==> src/rtl/uart_pkg.sv <==
// Shared constants for the UART line receiver: ASCII terminators, FSM
// encodings and the inter-byte timeout computation.
package uart_pkg;

    localparam logic [7:0] ASCII_CR = 8'h0D;
    localparam logic [7:0] ASCII_LF = 8'h0A;

    localparam logic [3:0] S0_ENC = 4'd0;
    localparam logic [3:0] S1_ENC = 4'd1;
    localparam logic [3:0] S2_ENC = 4'd2;
    localparam logic [3:0] S3_ENC = 4'd3;
    localparam logic [3:0] S4_ENC = 4'd4;
    localparam logic [3:0] S5_ENC = 4'd5;

    typedef enum logic [3:0] {
        S0_IDLE    = S0_ENC,
        S1_RECV    = S1_ENC,
        S2_CR      = S2_ENC,
        S3_OUT     = S3_ENC,
        S4_FINISH  = S4_ENC,
        S5_DISCARD = S5_ENC
    } state_t;

    // Timer terminal value: number of sys_clk cycles in TIMEOUT_US, minus one.
    function automatic logic [31:0] max_wait_delay_clk(input int unsigned clk_freq,
                                                       input int unsigned timeout_us);
        return 32'(clk_freq / 32'd1_000_000 * timeout_us - 32'd1);
    endfunction

endpackage

==> src/rtl/line_buf.sv <==
// Payload store: DEPTH x 8 register array, one synchronous write port and
// one asynchronous read port.
module line_buf #(
    parameter int DEPTH = 64,
    parameter int AW    = $clog2(DEPTH)
) (
    input  logic          sys_clk,
    input  logic          we,
    input  logic [AW-1:0] waddr,
    input  logic [7:0]    wdata,
    input  logic [AW-1:0] raddr,
    output logic [7:0]    rdata
);

    logic [7:0] mem [DEPTH];

    always_ff @(posedge sys_clk) begin
        if (we) mem[waddr] <= wdata;
    end

    assign rdata = mem[raddr];

endmodule

==> src/rtl/uart_line_rx.sv <==
// Reassembles CR-LF terminated lines from the uart_rx byte strobe and replays
// the payload (terminator stripped) over a valid/ready byte stream.
module uart_line_rx
    import uart_pkg::*;
#(
    parameter int unsigned CLK_FREQ   = 50_000_000,
    parameter int unsigned TIMEOUT_US = 1000,
    parameter int unsigned BUF_DEPTH  = 64
) (
    input  logic       sys_clk,
    input  logic       sys_rst_n,
    input  logic [7:0] rx_data,
    input  logic       rx_vld,
    output logic [7:0] out_data,
    output logic       out_vld,
    input  logic       out_ready,
    output logic       out_last,
    output logic [7:0] frame_len,
    output logic       frame_done,
    output logic       err_overflow,
    output logic       err_timeout,
    output logic       err_drop
);

    localparam int          AW       = $clog2(BUF_DEPTH);
    localparam logic [7:0]  DEPTH8   = 8'(BUF_DEPTH);
    localparam logic [31:0] MAX_WAIT = max_wait_delay_clk(CLK_FREQ, TIMEOUT_US);

    // Downstream handshake: a beat moves on a rising edge where out_vld and
    // out_ready are both high; out_data/out_last are held while out_ready is low.

    state_t        state;
    logic [7:0]    wr_cnt;
    logic [7:0]    rd_ptr;
    logic [31:0]   timer;
    logic          pend_vld;
    logic [7:0]    pend_byte;
    logic          buf_we;
    logic [AW-1:0] buf_waddr;
    logic [7:0]    buf_wdata;
    logic [7:0]    rd_byte;

    line_buf #(.DEPTH(BUF_DEPTH), .AW(AW)) u_line_buf (
        .sys_clk (sys_clk),
        .we      (buf_we),
        .waddr   (buf_waddr),
        .wdata   (buf_wdata),
        .raddr   (rd_ptr[AW-1:0]),
        .rdata   (rd_byte)
    );

    assign out_data = out_vld ? rd_byte : 8'h00;
    assign out_last = out_vld && (rd_ptr == wr_cnt - 8'd1);

    always_ff @(posedge sys_clk or negedge sys_rst_n) begin
        if (!sys_rst_n) begin
            state        <= S0_IDLE;
            wr_cnt       <= '0;
            rd_ptr       <= '0;
            timer        <= '0;
            pend_vld     <= 1'b0;
            pend_byte    <= '0;
            buf_we       <= 1'b0;
            buf_waddr    <= '0;
            buf_wdata    <= '0;
            out_vld      <= 1'b0;
            frame_len    <= '0;
            frame_done   <= 1'b0;
            err_overflow <= 1'b0;
            err_timeout  <= 1'b0;
            err_drop     <= 1'b0;
        end else begin
            buf_we       <= 1'b0;
            frame_done   <= 1'b0;
            err_overflow <= 1'b0;
            err_timeout  <= 1'b0;
            err_drop     <= 1'b0;
            case (state)
                S0_IDLE: begin
                    timer <= '0;
                    if (rx_vld) begin
                        if (rx_data == ASCII_CR) begin
                            state <= S2_CR;
                        end else if (rx_data != ASCII_LF) begin
                            buf_we    <= 1'b1;
                            buf_waddr <= '0;
                            buf_wdata <= rx_data;
                            wr_cnt    <= 8'd1;
                            state     <= S1_RECV;
                        end
                    end
                end
                S1_RECV: begin
                    // Second half of a "\r<byte>" pair lands here one cycle after the strobe.
                    if (pend_vld) begin
                        pend_vld <= 1'b0;
                        timer    <= timer + 32'd1;
                        if (wr_cnt == DEPTH8) begin
                            err_overflow <= 1'b1;
                            state        <= S5_DISCARD;
                        end else begin
                            buf_we    <= 1'b1;
                            buf_waddr <= wr_cnt[AW-1:0];
                            buf_wdata <= pend_byte;
                            wr_cnt    <= wr_cnt + 8'd1;
                        end
                    end else if (rx_vld) begin
                        timer <= '0;
                        if (rx_data == ASCII_CR) begin
                            state <= S2_CR;
                        end else if (wr_cnt == DEPTH8) begin
                            err_overflow <= 1'b1;
                            state        <= S5_DISCARD;
                        end else begin
                            buf_we    <= 1'b1;
                            buf_waddr <= wr_cnt[AW-1:0];
                            buf_wdata <= rx_data;
                            wr_cnt    <= wr_cnt + 8'd1;
                        end
                    end else if (timer == MAX_WAIT) begin
                        err_timeout <= 1'b1;
                        wr_cnt      <= '0;
                        timer       <= '0;
                        state       <= S0_IDLE;
                    end else begin
                        timer <= timer + 32'd1;
                    end
                end
                S2_CR: begin
                    if (rx_vld) begin
                        timer <= '0;
                        if (rx_data == ASCII_LF) begin
                            if (wr_cnt != 8'd0) begin
                                rd_ptr  <= '0;
                                out_vld <= 1'b1;
                                state   <= S3_OUT;
                            end else begin
                                state <= S0_IDLE;
                            end
                        end else if (wr_cnt == DEPTH8) begin
                            err_overflow <= 1'b1;
                            state        <= S5_DISCARD;
                        end else begin
                            // The held "\r" turns out to be payload.
                            buf_we    <= 1'b1;
                            buf_waddr <= wr_cnt[AW-1:0];
                            buf_wdata <= ASCII_CR;
                            wr_cnt    <= wr_cnt + 8'd1;
                            if (rx_data != ASCII_CR) begin
                                pend_vld  <= 1'b1;
                                pend_byte <= rx_data;
                                state     <= S1_RECV;
                            end
                        end
                    end else if (timer == MAX_WAIT) begin
                        err_timeout <= 1'b1;
                        wr_cnt      <= '0;
                        timer       <= '0;
                        state       <= S0_IDLE;
                    end else begin
                        timer <= timer + 32'd1;
                    end
                end
                S3_OUT: begin
                    if (rx_vld) err_drop <= 1'b1;
                    if (out_ready) begin
                        if (rd_ptr == wr_cnt - 8'd1) begin
                            out_vld <= 1'b0;
                            state   <= S4_FINISH;
                        end else begin
                            rd_ptr <= rd_ptr + 8'd1;
                        end
                    end
                end
                S4_FINISH: begin
                    if (rx_vld) err_drop <= 1'b1;
                    frame_done <= 1'b1;
                    frame_len  <= wr_cnt;
                    wr_cnt     <= '0;
                    rd_ptr     <= '0;
                    state      <= S0_IDLE;
                end
                S5_DISCARD: begin
                    timer <= '0;
                    if (rx_vld && rx_data == ASCII_LF) begin
                        wr_cnt <= '0;
                        state  <= S0_IDLE;
                    end
                end
                default: state <= S0_IDLE;
            endcase
        end
    end

endmodule

==> config.mk <==
export PLATFORM = sky130hd
export DESIGN_NAME = uart_line_rx
export DESIGN_NICKNAME = d
export VERILOG_FILES = /design/src/rtl/uart_pkg.sv /design/src/rtl/line_buf.sv /design/src/rtl/uart_line_rx.sv
export SDC_FILE = /design/constraint.sdc
export NUM_CORES = 1
export LEC_CHECK = 0
export ABC_AREA = 1
export CORE_ASPECT_RATIO = 0.9
export CORE_MARGIN = 2
export CORE_UTILIZATION = 50
export DETAILED_ROUTE_END_ITERATION = 7
export PLACE_DENSITY = 0.71
export SYNTH_ARGS = -nofsm -noshare
export SYNTH_HDL_FRONTEND = slang
export SYNTH_SLANG_ARGS = --single-unit
==> constraint.sdc <==
create_clock -name sys_clk -period 1.82 [get_ports sys_clk]
set_input_delay 0.364 -clock sys_clk [delete_from_list [all_inputs] [get_ports sys_clk]]
set_output_delay 0.364 -clock sys_clk [all_outputs]
set_load 0.005 [all_outputs]
==> out/qor.csv <==
metric;value;unit
design_area;0.03478;sq mm
crit_path_max_fanout;6;
cp-end-kind;primary output;
drc_errors;0;
die_area;0.05557;sq mm
hold_path.class;in2async;
antenna_cells;0;
start_util;50.61;%
ant_nets;0;
yosys-top-cells-count;631 x nand2_1, 512 x edfxtp_1, 491 x nor2_1;
required;1460;ps
fin_crit_sh;171.5;%
outcome;complete, but fails checks;
worstPathArrival;2760;ps
place_area;0.03048;sq mm
fmax;320.3;MHz
grt_setup_unrepaired;yes;
overflow;0;
cp-start-kind;flip-flop;
synth_nets;2715;
yosysWarnings;0;
drive_gt1_share;25.82;%
root_buffer;clkbuf_16;
io_buffers;33;
grt_pass1_wl;118100;um
synth_sequential_area_ratio;65.55;%
ir_drop;1.087;mV
clkSinkCount;601;
slowest_stage;dfrtp_4;
cpMostUsedCell;buf_12;
slowest_delay;520;ps
detail_route.iter0.violations;2377;
p_total;37380;uW
wl_per_cell;20.48;um
max-cap-violations;0;
synth_top_area_share;57.26;%
cts_max_level;3;
grt_usage;27.87;%
synth.avg_cell_area;9.948;sq um
slew_headroom;66.49;%
area_growth;29.53;%
min_period;3122;ps
rows;80;
antenna_found_initial;0;
p_leak;0.01388;uW
vias;21670;
hold_viol_final;0;
wirelength;78230;um
grt_start_max_net_pins;66;
cts_buffers;66;
chipHeight;223.8;um
finalSetupViolations;55;
layout_setup_ws;-1302;ps
p_per_area;1075;mW/mm^2
post_drt_via_cell_ratio;5.675;
cp-startpoint;rd_ptr[0];
async_flop_share;14.81;%
gp_congestion;0.9475;
firstDrtPassIters;6;
drv_slew;0;
path_cells;buf_12 > buf_12 > inv_6 > buf_4 > nor2_1 > o211ai_1 > nand3_1 > nand2_2 > nand3_4 > a21oi_4 > buf_2;
syn-instance-count;2699;
io_pins;34;
violations;negative setup slack;
clk_latency;620;ps
cts_buffer_depth;3;
synth_area_leader_cell;edfxtp_1;
synth-edff-count;512;
ys_ff_latch;601;
synth.most_common_cell;nand2_1;
worstMarginPinSlew;502.7;ps
clkTransAtPathRegs;60;ps
syn_area;0.02685;sq mm
netlist_top_cells_area;edfxtp_1 57%, nand2_1 8.8%, dfrtp_1 8.3%, nor2_1 6.9%, o21ai_0 4.5%;
die_w;248.3;um
dpl.hpwl;49080;um
timing.rr.start;rd_ptr[0];
ys.flop_type;edfxtp_1;
grt_pass1_vias;21170;
final_nets;3088;
core;0.05305;sq mm
cts_tree;done;
yosysUniqueCellTypes;42;
skew;21.79;ps
critical_path_class;reg2out;
-- area by class of cell --
class | instances | area, sq um
inverters | 167 | 685.7
multi-input cells | 1805 | 9175
clock buffers | 81 | 1772
repair buffers | 429 | 4278
repair inverters | 2 | 20.02
flip-flops and latches | 601 | 17620
clock inverters | 37 | 354.1
well taps | 697 | 872.1
fillers | 3911 | 18270
-- power by group --
group	switching, uW	total (uW)	leakage (uW)	internal [uW]
clock network	5480	13200	0.00105	7690
logic	4560	6930	0.00698	2370
registers	421	17300	0.00585	16900
-- path summary, 6_finish.rpt --
path,endpoint,cells after the start,slack [ps]
max,out_data[3],11,-1300
max reg2reg,state[1],17,-460
min in group sys_clk,frame_len[5],2,490
min,wr_cnt[1],2,240
max in group asynchronous,timer[10],3,960
min reg2reg,frame_len[5],2,490
-- what timing repair did --
item                                    4_1_cts  5_1_grt
pin swaps                                    58       92
setup buffers                                26       20
hold endpoints to repair                     24        0
endpoints found under the setup margin      100      317
hold buffers                                  1        0
gates cloned                                 11        6
resized for setup                           201      263
-- metal layers --
metal | share of wire (%) | GRT usage [%] | wire length [um]
met4 | 2.9 | 9.140 | 2248
met3 | 10 | 5.727 | 8092
met2 | 47 | 43.89 | 36540
met1 | 40 | 38.84 | 31340
met5 | 0 | 0 | 0
-- stage by stage --
stage | utilization, % | hold slack (ps) | setup TNS (ps) | std cells | setup slack, ps
3_5_place_dp | 57.46 | 303.3 | -26540 | 3642 | -1182
2_1_floorplan | - | 68.41 | -562.5 | 2699 | -78.61
6_report | 65.56 | 241.0 | -21300 | 3819 | -1302
3_3_place_gp | 57.46 | 301.2 | -25430 | 3642 | -1143
4_1_cts | 63.29 | 240.1 | -15770 | 3796 | -1321
5_1_grt | 65.56 | 270.3 | -25730 | 3819 | -1387
-- cells in the final DEF (no fill, tap or decap), types with 8 or more instances in the layout --
cell type and instances:
dfrtp_2 12, nand3_1 184, nand2_1 559, nand3_4 9
o21ai_0 197, nor3_1 19, clkdlybuf4s50_1 10, buf_6 27
nor2_4 27, buf_16 8, xor2_1 21, nor2_1 446
dlygate4sd2_1 12, dfrtp_1 75, a21oi_2 13, nor2_2 32
clkbuf_1 12, nor3_2 12, inv_2 11, inv_1 145
nand3_2 28, clkinv_2 16, buf_4 300, or2_2 12
buf_2 9, nand2_4 21, o22ai_1 13, o211ai_1 11
edfxtp_1 512, buf_12 48, nand4_1 17, nand2_2 60
o22ai_2 11, clkinv_1 12, clkbuf_16 73, a21oi_1 24
o21ai_2 23, o21ai_1 35
-- critical path: cells and delay by family (launching register included) --
family	cells	cell delay [ps]
buffers and inverters	5	660
DFF	1	520
and+or+nand+nor	4	500
AOI/OAI and AO/OA	2	450
-- logic make-up after synthesis --
| logic type | Yosys count | share of synthesized area, % |
|---|---|---|
| AOI/OAI and AO/OA | 339 | 6.659 |
| xor gates and xnor gates | 26 | 0.8481 |
| adders and majority gates | 4 | 0.1864 |
| buffers and inverters | 293 | 4.632 |
| DFF | 601 | 65.55 |
| other | 1 | 0.01397 |
| and+or+nand+nor | 1435 | 22.11 |
-- flip-flops by register name, summed over array words and instances (netlist names), 4 cells and up --
signal and flops:
u_line_buf.mem 512, timer 32, buf_wdata 8, frame_len 8, pend_byte 8, rd_ptr 8, wr_cnt 8, buf_waddr 6
state 4
No activity file was read; power rests on OpenSTA's default activity.
